<file path="src/rtl/mem_stage_pkg.sv">
// Shared definitions for the memory stage: bus layouts, bus widths and load_sel bit positions.
package mem_stage_pkg;

    localparam int unsigned LdSelB  = 0;
    localparam int unsigned LdSelBu = 1;
    localparam int unsigned LdSelH  = 2;
    localparam int unsigned LdSelHu = 3;
    localparam int unsigned LdSelW  = 4;

    typedef struct packed {
        logic [31:0] pc;
        logic [31:0] final_result;
        logic [4:0]  dest;
        logic        gr_we;
        logic        res_from_mem;
        logic [4:0]  load_sel;
        logic        mul_op;
        logic        mul_horl;
        logic        csr_read;
        logic        csr_we;
        logic [13:0] csr_num;
        logic [31:0] csr_wmask;
        logic [31:0] csr_wvalue;
        logic        ertn;
        logic [7:0]  ex_gather;
        logic [4:0]  tlb_op;
        logic [31:0] vaddr;
        logic        mem_req;
    } es_to_ms_t;

    typedef struct packed {
        logic [31:0] pc;
        logic [31:0] final_value;
        logic [4:0]  dest;
        logic        gr_we;
        logic        csr_read;
        logic        csr_we;
        logic [13:0] csr_num;
        logic [31:0] csr_wmask;
        logic [31:0] csr_wvalue;
        logic        ertn;
        logic [7:0]  ex_gather;
        logic [4:0]  tlb_op;
        logic [31:0] vaddr;
    } ms_to_ws_t;

    // Field order fixes the bit offsets seen by decode (pending is the MSB).
    typedef struct packed {
        logic        pending;
        logic        csr_read;
        logic        wr_valid;
        logic [4:0]  dest;
        logic [31:0] value;
    } ms_rel_t;

    localparam int unsigned ES_TO_MS_BUS_WD = $bits(es_to_ms_t);
    localparam int unsigned MS_TO_WS_BUS_WD = $bits(ms_to_ws_t);
    localparam int unsigned MS_REL_BUS_WD   = $bits(ms_rel_t);

endpackage

</file>
<file path="src/rtl/mem_rdata_fifo.sv">
// Two-entry in-order buffer for data-SRAM read responses.
module mem_rdata_fifo (
    input  logic        clk,
    input  logic        resetn,
    input  logic        clear,
    input  logic        push,
    input  logic [31:0] push_data,
    input  logic        pop,
    output logic [31:0] head,
    output logic        empty,
    output logic        full
);

    logic [31:0] mem_q [2];
    logic        rd_ptr_q;
    logic        wr_ptr_q;
    logic [1:0]  cnt_q;
    logic [1:0]  cnt_d;
    logic        do_push;
    logic        do_pop;

    assign empty   = (cnt_q == 2'd0);
    assign full    = (cnt_q == 2'd2);
    assign head    = mem_q[rd_ptr_q];
    assign do_pop  = pop & ~empty;
    assign do_push = push & (~full | do_pop);

    always_comb begin
        cnt_d = cnt_q;
        if (do_push && !do_pop) begin
            cnt_d = cnt_q + 2'd1;
        end else if (!do_push && do_pop) begin
            cnt_d = cnt_q - 2'd1;
        end
    end

    always_ff @(posedge clk) begin
        if (!resetn || clear) begin
            rd_ptr_q <= 1'b0;
            wr_ptr_q <= 1'b0;
            cnt_q    <= 2'd0;
        end else begin
            cnt_q <= cnt_d;
            if (do_push) begin
                wr_ptr_q <= ~wr_ptr_q;
            end
            if (do_pop) begin
                rd_ptr_q <= ~rd_ptr_q;
            end
        end
    end

    always_ff @(posedge clk) begin
        if (do_push) begin
            mem_q[wr_ptr_q] <= push_data;
        end
    end

endmodule

</file>
<file path="src/rtl/mem_stage.sv">
// Memory-access pipeline stage: tracks outstanding SRAM requests, buffers responses in order,
// drops responses of flushed instructions, and produces the write-back value.
module mem_stage
    import mem_stage_pkg::*;
(
    input  logic                       clk,
    input  logic                       resetn,
    input  logic                       ws_allowin,
    output logic                       ms_allowin,
    input  logic                       es_to_ms_valid,
    input  logic [ES_TO_MS_BUS_WD-1:0] es_to_ms_bus,
    output logic                       ms_to_ws_valid,
    output logic [MS_TO_WS_BUS_WD-1:0] ms_to_ws_bus,
    input  logic                       data_sram_req,
    input  logic                       data_sram_addr_ok,
    input  logic                       data_sram_data_ok,
    input  logic [31:0]                data_sram_rdata,
    input  logic [63:0]                es_mul_result,
    output logic                       ms_mem_full,
    output logic [MS_REL_BUS_WD-1:0]   ms_related_bus,
    output logic                       ms_ex,
    input  logic                       ws_ex
);

    es_to_ms_t es_bus;
    es_to_ms_t bus_r;
    ms_to_ws_t ws_bus;
    ms_rel_t   rel_bus;

    logic        ms_valid_q;
    logic [1:0]  out_cnt_q, out_cnt_d;
    logic [1:0]  disc_cnt_q, disc_cnt_d;
    logic        req_acc;
    logic        fifo_push, fifo_pop, fifo_empty, fifo_full;
    logic [31:0] fifo_head;
    logic        ms_ready_go;
    logic [1:0]  off;
    logic [7:0]  ld_byte;
    logic [15:0] ld_half;
    logic [31:0] load_data;
    logic [31:0] final_value;

    assign es_bus  = es_to_ms_bus;
    assign req_acc = data_sram_req & data_sram_addr_ok;

    always_comb begin
        out_cnt_d = out_cnt_q;
        if (req_acc && !data_sram_data_ok) begin
            out_cnt_d = out_cnt_q + 2'd1;
        end else if (!req_acc && data_sram_data_ok) begin
            out_cnt_d = out_cnt_q - 2'd1;
        end
        // On flush every response still owed (including one accepted this cycle) is stale.
        disc_cnt_d = disc_cnt_q;
        if (ws_ex) begin
            disc_cnt_d = out_cnt_d;
        end else if (data_sram_data_ok && disc_cnt_q != 2'd0) begin
            disc_cnt_d = disc_cnt_q - 2'd1;
        end
    end

    always_ff @(posedge clk) begin
        if (!resetn) begin
            ms_valid_q <= 1'b0;
            out_cnt_q  <= 2'd0;
            disc_cnt_q <= 2'd0;
            bus_r      <= '0;
        end else begin
            out_cnt_q  <= out_cnt_d;
            disc_cnt_q <= disc_cnt_d;
            if (ws_ex) begin
                ms_valid_q <= 1'b0;
            end else if (ms_allowin) begin
                ms_valid_q <= es_to_ms_valid;
            end
            if (es_to_ms_valid && ms_allowin) begin
                bus_r <= es_bus;
            end
        end
    end

    assign fifo_push = data_sram_data_ok & (disc_cnt_q == 2'd0) & ~ws_ex;
    assign fifo_pop  = ms_valid_q & bus_r.mem_req & ws_allowin & ms_ready_go;

    mem_rdata_fifo u_fifo (
        .clk       (clk),
        .resetn    (resetn),
        .clear     (ws_ex),
        .push      (fifo_push),
        .push_data (data_sram_rdata),
        .pop       (fifo_pop),
        .head      (fifo_head),
        .empty     (fifo_empty),
        .full      (fifo_full)
    );

    assign ms_ready_go    = ~(bus_r.mem_req & fifo_empty);
    assign ms_allowin     = ~ms_valid_q | (ms_ready_go & ws_allowin);
    assign ms_to_ws_valid = ms_valid_q & ms_ready_go & ~ws_ex;
    assign ms_mem_full    = (out_cnt_q == 2'd2);
    assign ms_ex          = ms_valid_q & ((|bus_r.ex_gather) | bus_r.ertn);

    assign off = bus_r.final_result[1:0];

    always_comb begin
        case (off)
            2'd0:    ld_byte = fifo_head[7:0];
            2'd1:    ld_byte = fifo_head[15:8];
            2'd2:    ld_byte = fifo_head[23:16];
            default: ld_byte = fifo_head[31:24];
        endcase
        ld_half   = off[1] ? fifo_head[31:16] : fifo_head[15:0];
        load_data = fifo_head;
        if (bus_r.load_sel[LdSelB]) begin
            load_data = {{24{ld_byte[7]}}, ld_byte};
        end else if (bus_r.load_sel[LdSelBu]) begin
            load_data = {24'd0, ld_byte};
        end else if (bus_r.load_sel[LdSelH]) begin
            load_data = {{16{ld_half[15]}}, ld_half};
        end else if (bus_r.load_sel[LdSelHu]) begin
            load_data = {16'd0, ld_half};
        end
    end

    always_comb begin
        final_value = bus_r.final_result;
        if (bus_r.res_from_mem) begin
            final_value = load_data;
        end else if (bus_r.mul_op) begin
            final_value = bus_r.mul_horl ? es_mul_result[63:32] : es_mul_result[31:0];
        end
    end

    always_comb begin
        ws_bus             = '0;
        ws_bus.pc          = bus_r.pc;
        ws_bus.final_value = final_value;
        ws_bus.dest        = bus_r.dest;
        ws_bus.gr_we       = bus_r.gr_we;
        ws_bus.csr_read    = bus_r.csr_read;
        ws_bus.csr_we      = bus_r.csr_we;
        ws_bus.csr_num     = bus_r.csr_num;
        ws_bus.csr_wmask   = bus_r.csr_wmask;
        ws_bus.csr_wvalue  = bus_r.csr_wvalue;
        ws_bus.ertn        = bus_r.ertn;
        ws_bus.ex_gather   = bus_r.ex_gather;
        ws_bus.tlb_op      = bus_r.tlb_op;
        ws_bus.vaddr       = bus_r.vaddr;

        rel_bus          = '0;
        rel_bus.pending  = ms_valid_q & bus_r.mem_req & fifo_empty;
        rel_bus.csr_read = ms_valid_q & bus_r.csr_read;
        rel_bus.wr_valid = ms_valid_q & bus_r.gr_we;
        rel_bus.dest     = bus_r.dest;
        rel_bus.value    = final_value;
    end

    assign ms_to_ws_bus   = ws_bus;
    assign ms_related_bus = rel_bus;

    // FIFO overflow is excluded by ms_mem_full throttling the exe stage.
    assert property (@(posedge clk) disable iff (!resetn) !(fifo_push && fifo_full && !fifo_pop));

endmodule

</file>
<file path="config.mk">
export PLATFORM = sky130hd
export DESIGN_NAME = mem_stage
export DESIGN_NICKNAME = d
export VERILOG_FILES = /design/src/rtl/mem_stage_pkg.sv /design/src/rtl/mem_rdata_fifo.sv /design/src/rtl/mem_stage.sv
export SDC_FILE = /design/constraint.sdc
export NUM_CORES = 1
export LEC_CHECK = 0
export BUFFER_PORTS_ARGS = -buffer_cell sky130_fd_sc_hd__buf_2
export CORE_AREA = 4 4 211 213
export CTS_CLUSTER_SIZE = 20
export DETAILED_ROUTE_END_ITERATION = 10
export DIE_AREA = 0 0 215 217
export GPL_ROUTABILITY_DRIVEN = 0
export GPL_TIMING_DRIVEN = 1
export MAX_ROUTING_LAYER = met4
export PLACE_DENSITY_LB_ADDON = 0.12
export SETUP_SLACK_MARGIN = 0.4
export SLEW_MARGIN = 20
export SYNTH_ARGS = -nofsm -noshare
export SYNTH_HDL_FRONTEND = slang
export SYNTH_HIERARCHICAL = 1
export SYNTH_SLANG_ARGS = --single-unit
export TNS_END_PERCENT = 1
</file>
<file path="constraint.sdc">
create_clock -name clk -period 2.55 [get_ports clk]
set_input_delay 0.255 -clock clk [delete_from_list [all_inputs] [get_ports clk]]
set_output_delay 0.255 -clock clk [all_outputs]
set_load 0.01 [all_outputs]
</file>
==> key figures <==
GRT
  • Global-route wire length before repair: 72100 µm
  • Remaining global-route overflow: 0
  • Largest net degree at the start of global routing: 106
  • GRT Max-Usage Layer: met2
  • Met2 usage: 34.3%
  • Initial antenna violation count: 4
  • Total track usage: 20.1%
  • Routing usage on met1: 23.1%
  • Vias in the first global route: 12300
  • Met3 Track Usage GR: 5.81%

Final layout
  • Area Growth Syn to Fin: 38.8%
  • Most common cell after layout, fill and taps aside: buf_2
  • Fin area: 19000 µm²
  • Sequential standard cell area: 6210 µm²
  • Commonest non-fill, non-tap cells in the layout: buf_2 (546), nand2_1 (436), dlygate4sd3_1 (234)
  • Layout cells sized above 1: 33.0%
  • Multi-input combinational cell area: 5440 µm²
  • Nets: 2357
  • FILL cells: 4222

Worst hold path
  • Worst min path class: input pin to flip-flop
  • Hold_sp: es_to_ms_bus[142]

Critical path
  • Worst Path Arrival: 2.54 ns
  • CP Max Fanout: 8
  • Critical path class: flip-flop to output pin
  • Crit. End Element: output pin
  • Critical path launch point type: flip-flop
  • R2R Path Start: ms_valid_q
  • CP Data Required Time: 2.30 ns

CTS
  • CTS max path bufs: 3
  • Clock Tree Root: clkbuf_16
  • Worst-skew pair later-pin latency: 0.54 ns
  • CTS tree: yes
  • Clk sinks: 278
  • Number of CTS-inserted buffers: 35
  • Clock-pin transition on the worst setup and hold timing paths: 0.06 ns
  • H-Tree Depth: 2

Yosys
  • #FFs+latches synth: 278
  • Yosys warns: 6
  • Netlist Area Pre-Place: 13700 µm²
  • Gate Count Post-Synth: 1501
  • Unique cell type count in the Yosys netlist: 44
  • Net Count, Synth: 1813
  • Sequential fraction of the synthesis area: 45.3%
  • Synth Area per Inst: 9.14 µm²

Timing
  • Fmax: 0.358 GHz
  • Slew headroom: 52.4%
  • Worst-margin pin slew: 0.713 ns
  • Minimum clock period: 2.80 ns
  • Final max-slew violation count: 0
  • Hold Vio Cnt, Final: 0
  • Final Skew: 0.0193 ns
  • WHS: 0.0394 ns
  • Final worst setup slack: -0.247 ns
  • Final period util: 110%
  • TNS Setup: -12.42 ns
  • Unrepaired setup endpoints after global routing: yes
  • # setup viols final: 64

Outcome
  • Status: finished with violations
  • Failing checks: negative setup slack

Floorplan
  • I/O pin count: 549
  • Die W: 215 µm
  • Initial core utilization: 32.1%
  • Cell Rows: 76
  • Die area: 46700 µm²
  • Die Height: 217 µm
  • Core Region: 42700 µm²

Power
  • PD cells: 634 nW/µm²
  • VDD IR max: 0.000832 V
  • Leak: 8.62 nW

Route
  • Post-Route WL: 47400 µm
  • Pre-antenna DRT Iters: 5
  • Via density: 4.53
  • Via count of the routed design: 11900
  • Post-route DRC: 0
  • Post-route ant nets: 0
  • Iter 0 DRT Violations: 557
  • Routed WL per cell: 18.1 µm

Run
  • Max-cap violation count: 0

Place
  • I/O Buffers: 547
  • DPL Wire Length: 34300 µm
  • Dpl cell area: 15300 µm²
## path summary, 6_finish.rpt
check                       to  slack, ns  cells past startpoint
max reg2reg    u_fifo/cnt_q[1]       0.59                      6
max          ms_to_ws_bus[135]      -0.25                      7
min                 bus_r[142]       0.04                      3
min reg2reg    ms_to_ws_bus[0]       0.45                      2
## state kept, by name (all words and copies together) (netlist names), named ones only
register and flops:
u_fifo/mem_q 64, disc_cnt_q 2, ms_valid_q 1, ms_related_bus 5, out_cnt_q 2, u_fifo/cnt_q 2, bus_r 40, u_fifo/rd_ptr_q 1
u_fifo/wr_ptr_q 1, ms_to_ws_bus 159
## worst max-delay path, cell delays in order (launching register included)
cell and delay [ns]:
dfxtp_4 0.48, buf_12 0.18, mux2_4 0.31, mux4_2 0.46, nand2_1 0.08, o211ai_1 0.16, o21a_1 0.19, buf_2 0.14
## cell usage after synthesis
library cell / count / area [µm²]
a31oi_1: 1 / 6.26
buf_4: 206 / 1550
dfxtp_1: 214 / 4280
o21ai_1: 1 / 5.00
and3_1: 1 / 6.26
a21bo_2: 2 / 20.0
edfxtp_1: 64 / 1920
inv_1: 7 / 26.3
a21boi_0: 44 / 330
buf_1: 3 / 11.3
clkbuf_1: 37 / 139
nor3_1: 1 / 5.00
nand2_2: 1 / 6.26
and4b_1: 1 / 10.0
and2_1: 6 / 37.5
nor2b_2: 1 / 8.76
nor4_1: 1 / 6.26
a21oi_1: 51 / 255
or3_1: 1 / 6.26
nor2b_1: 1 / 6.26
a21boi_2: 2 / 22.5
mux2i_1: 51 / 510
xor2_1: 3 / 26.3
o21ai_0: 1 / 5.00
o211ai_1: 8 / 60.1
nand2_1: 437 / 1640
o22a_1: 24 / 210
o21ai_4: 1 / 16.3
buf_2: 29 / 145
a21boi_1: 160 / 1200
a211oi_1: 1 / 7.51
ha_1: 3 / 37.5
o2bb2ai_1: 1 / 8.76
nor2_1: 50 / 188
mux2_1: 3 / 33.8
mux4_2: 8 / 180
and3b_1: 1 / 8.76
o211a_1: 1 / 10.0
buf_6: 27 / 304
mux2_2: 31 / 349
o21a_1: 8 / 60.1
or2_2: 1 / 6.26
nand2b_1: 3 / 18.8
xnor2_1: 3 / 26.3
## per-layer routing
metal  part of all wire, %  vias to the layer above
met5                     0                        -
met4                   3.0                        0
met3                   7.8                       64
met2                    49                      459
met1                    41                     5484
li1                      -                     5871
## cells by family (layout without fill, tap and decap cells)
kind of cell,count (synthesis),in the layout,synth area share (%)
and+or+nand+nor,506,506,14.3
buffers and inverters,309,879,15.8
other,0,5,0
muxes,93,93,7.83
AOI/OAI and AO/OA,306,306,16.2
DFF,278,278,45.3
xor gates and xnor gates,6,6,0.383
adders and majority gates,3,3,0.274
## report_power, final
part           switching, mW  internal, mW  total (mW)
sequential             0.123          4.75        4.87
combinational           1.09          1.02        2.12
clock                   1.96          3.12        5.07
## timing repair
action,in CTS,in global routing
hold buffers,234,0
pin swaps,4,5
setup buffers,1,1
resized for setup,14,13
gates cloned,0,2
endpoints found under the setup margin,64,64
hold endpoints to repair,266,0
## layout make-up
| cell class | count | area share (%) |
|---|---|---|
| clock buffers | 46 | 5.13 |
| clock inverters | 17 | 1.07 |
| repair buffers | 809 | 28.8 |
| diodes | 5 | 0.0657 |
| well taps | 546 | 3.59 |
| inverters | 7 | 0.138 |
| multi-input cells | 914 | 28.6 |
| flip-flops and latches | 278 | 32.6 |
## through the flow
stage / total power, mW / utilization (%) / worst slack [ns] / std cells
after floorplan: 6.25 / - / 0.278 / 1501
after global placement: 6.78 / 35.9 / 0.165 / 2316
after detailed placement: 6.79 / 35.9 / 0.153 / 2316
after CTS: 12.3 / 44.3 / -0.280 / 2614
after global routing: 12.7 / 44.6 / -0.351 / 2621
final: 12.1 / 44.6 / -0.247 / 2622
Note: power is estimated with default switching activity, not from simulation.
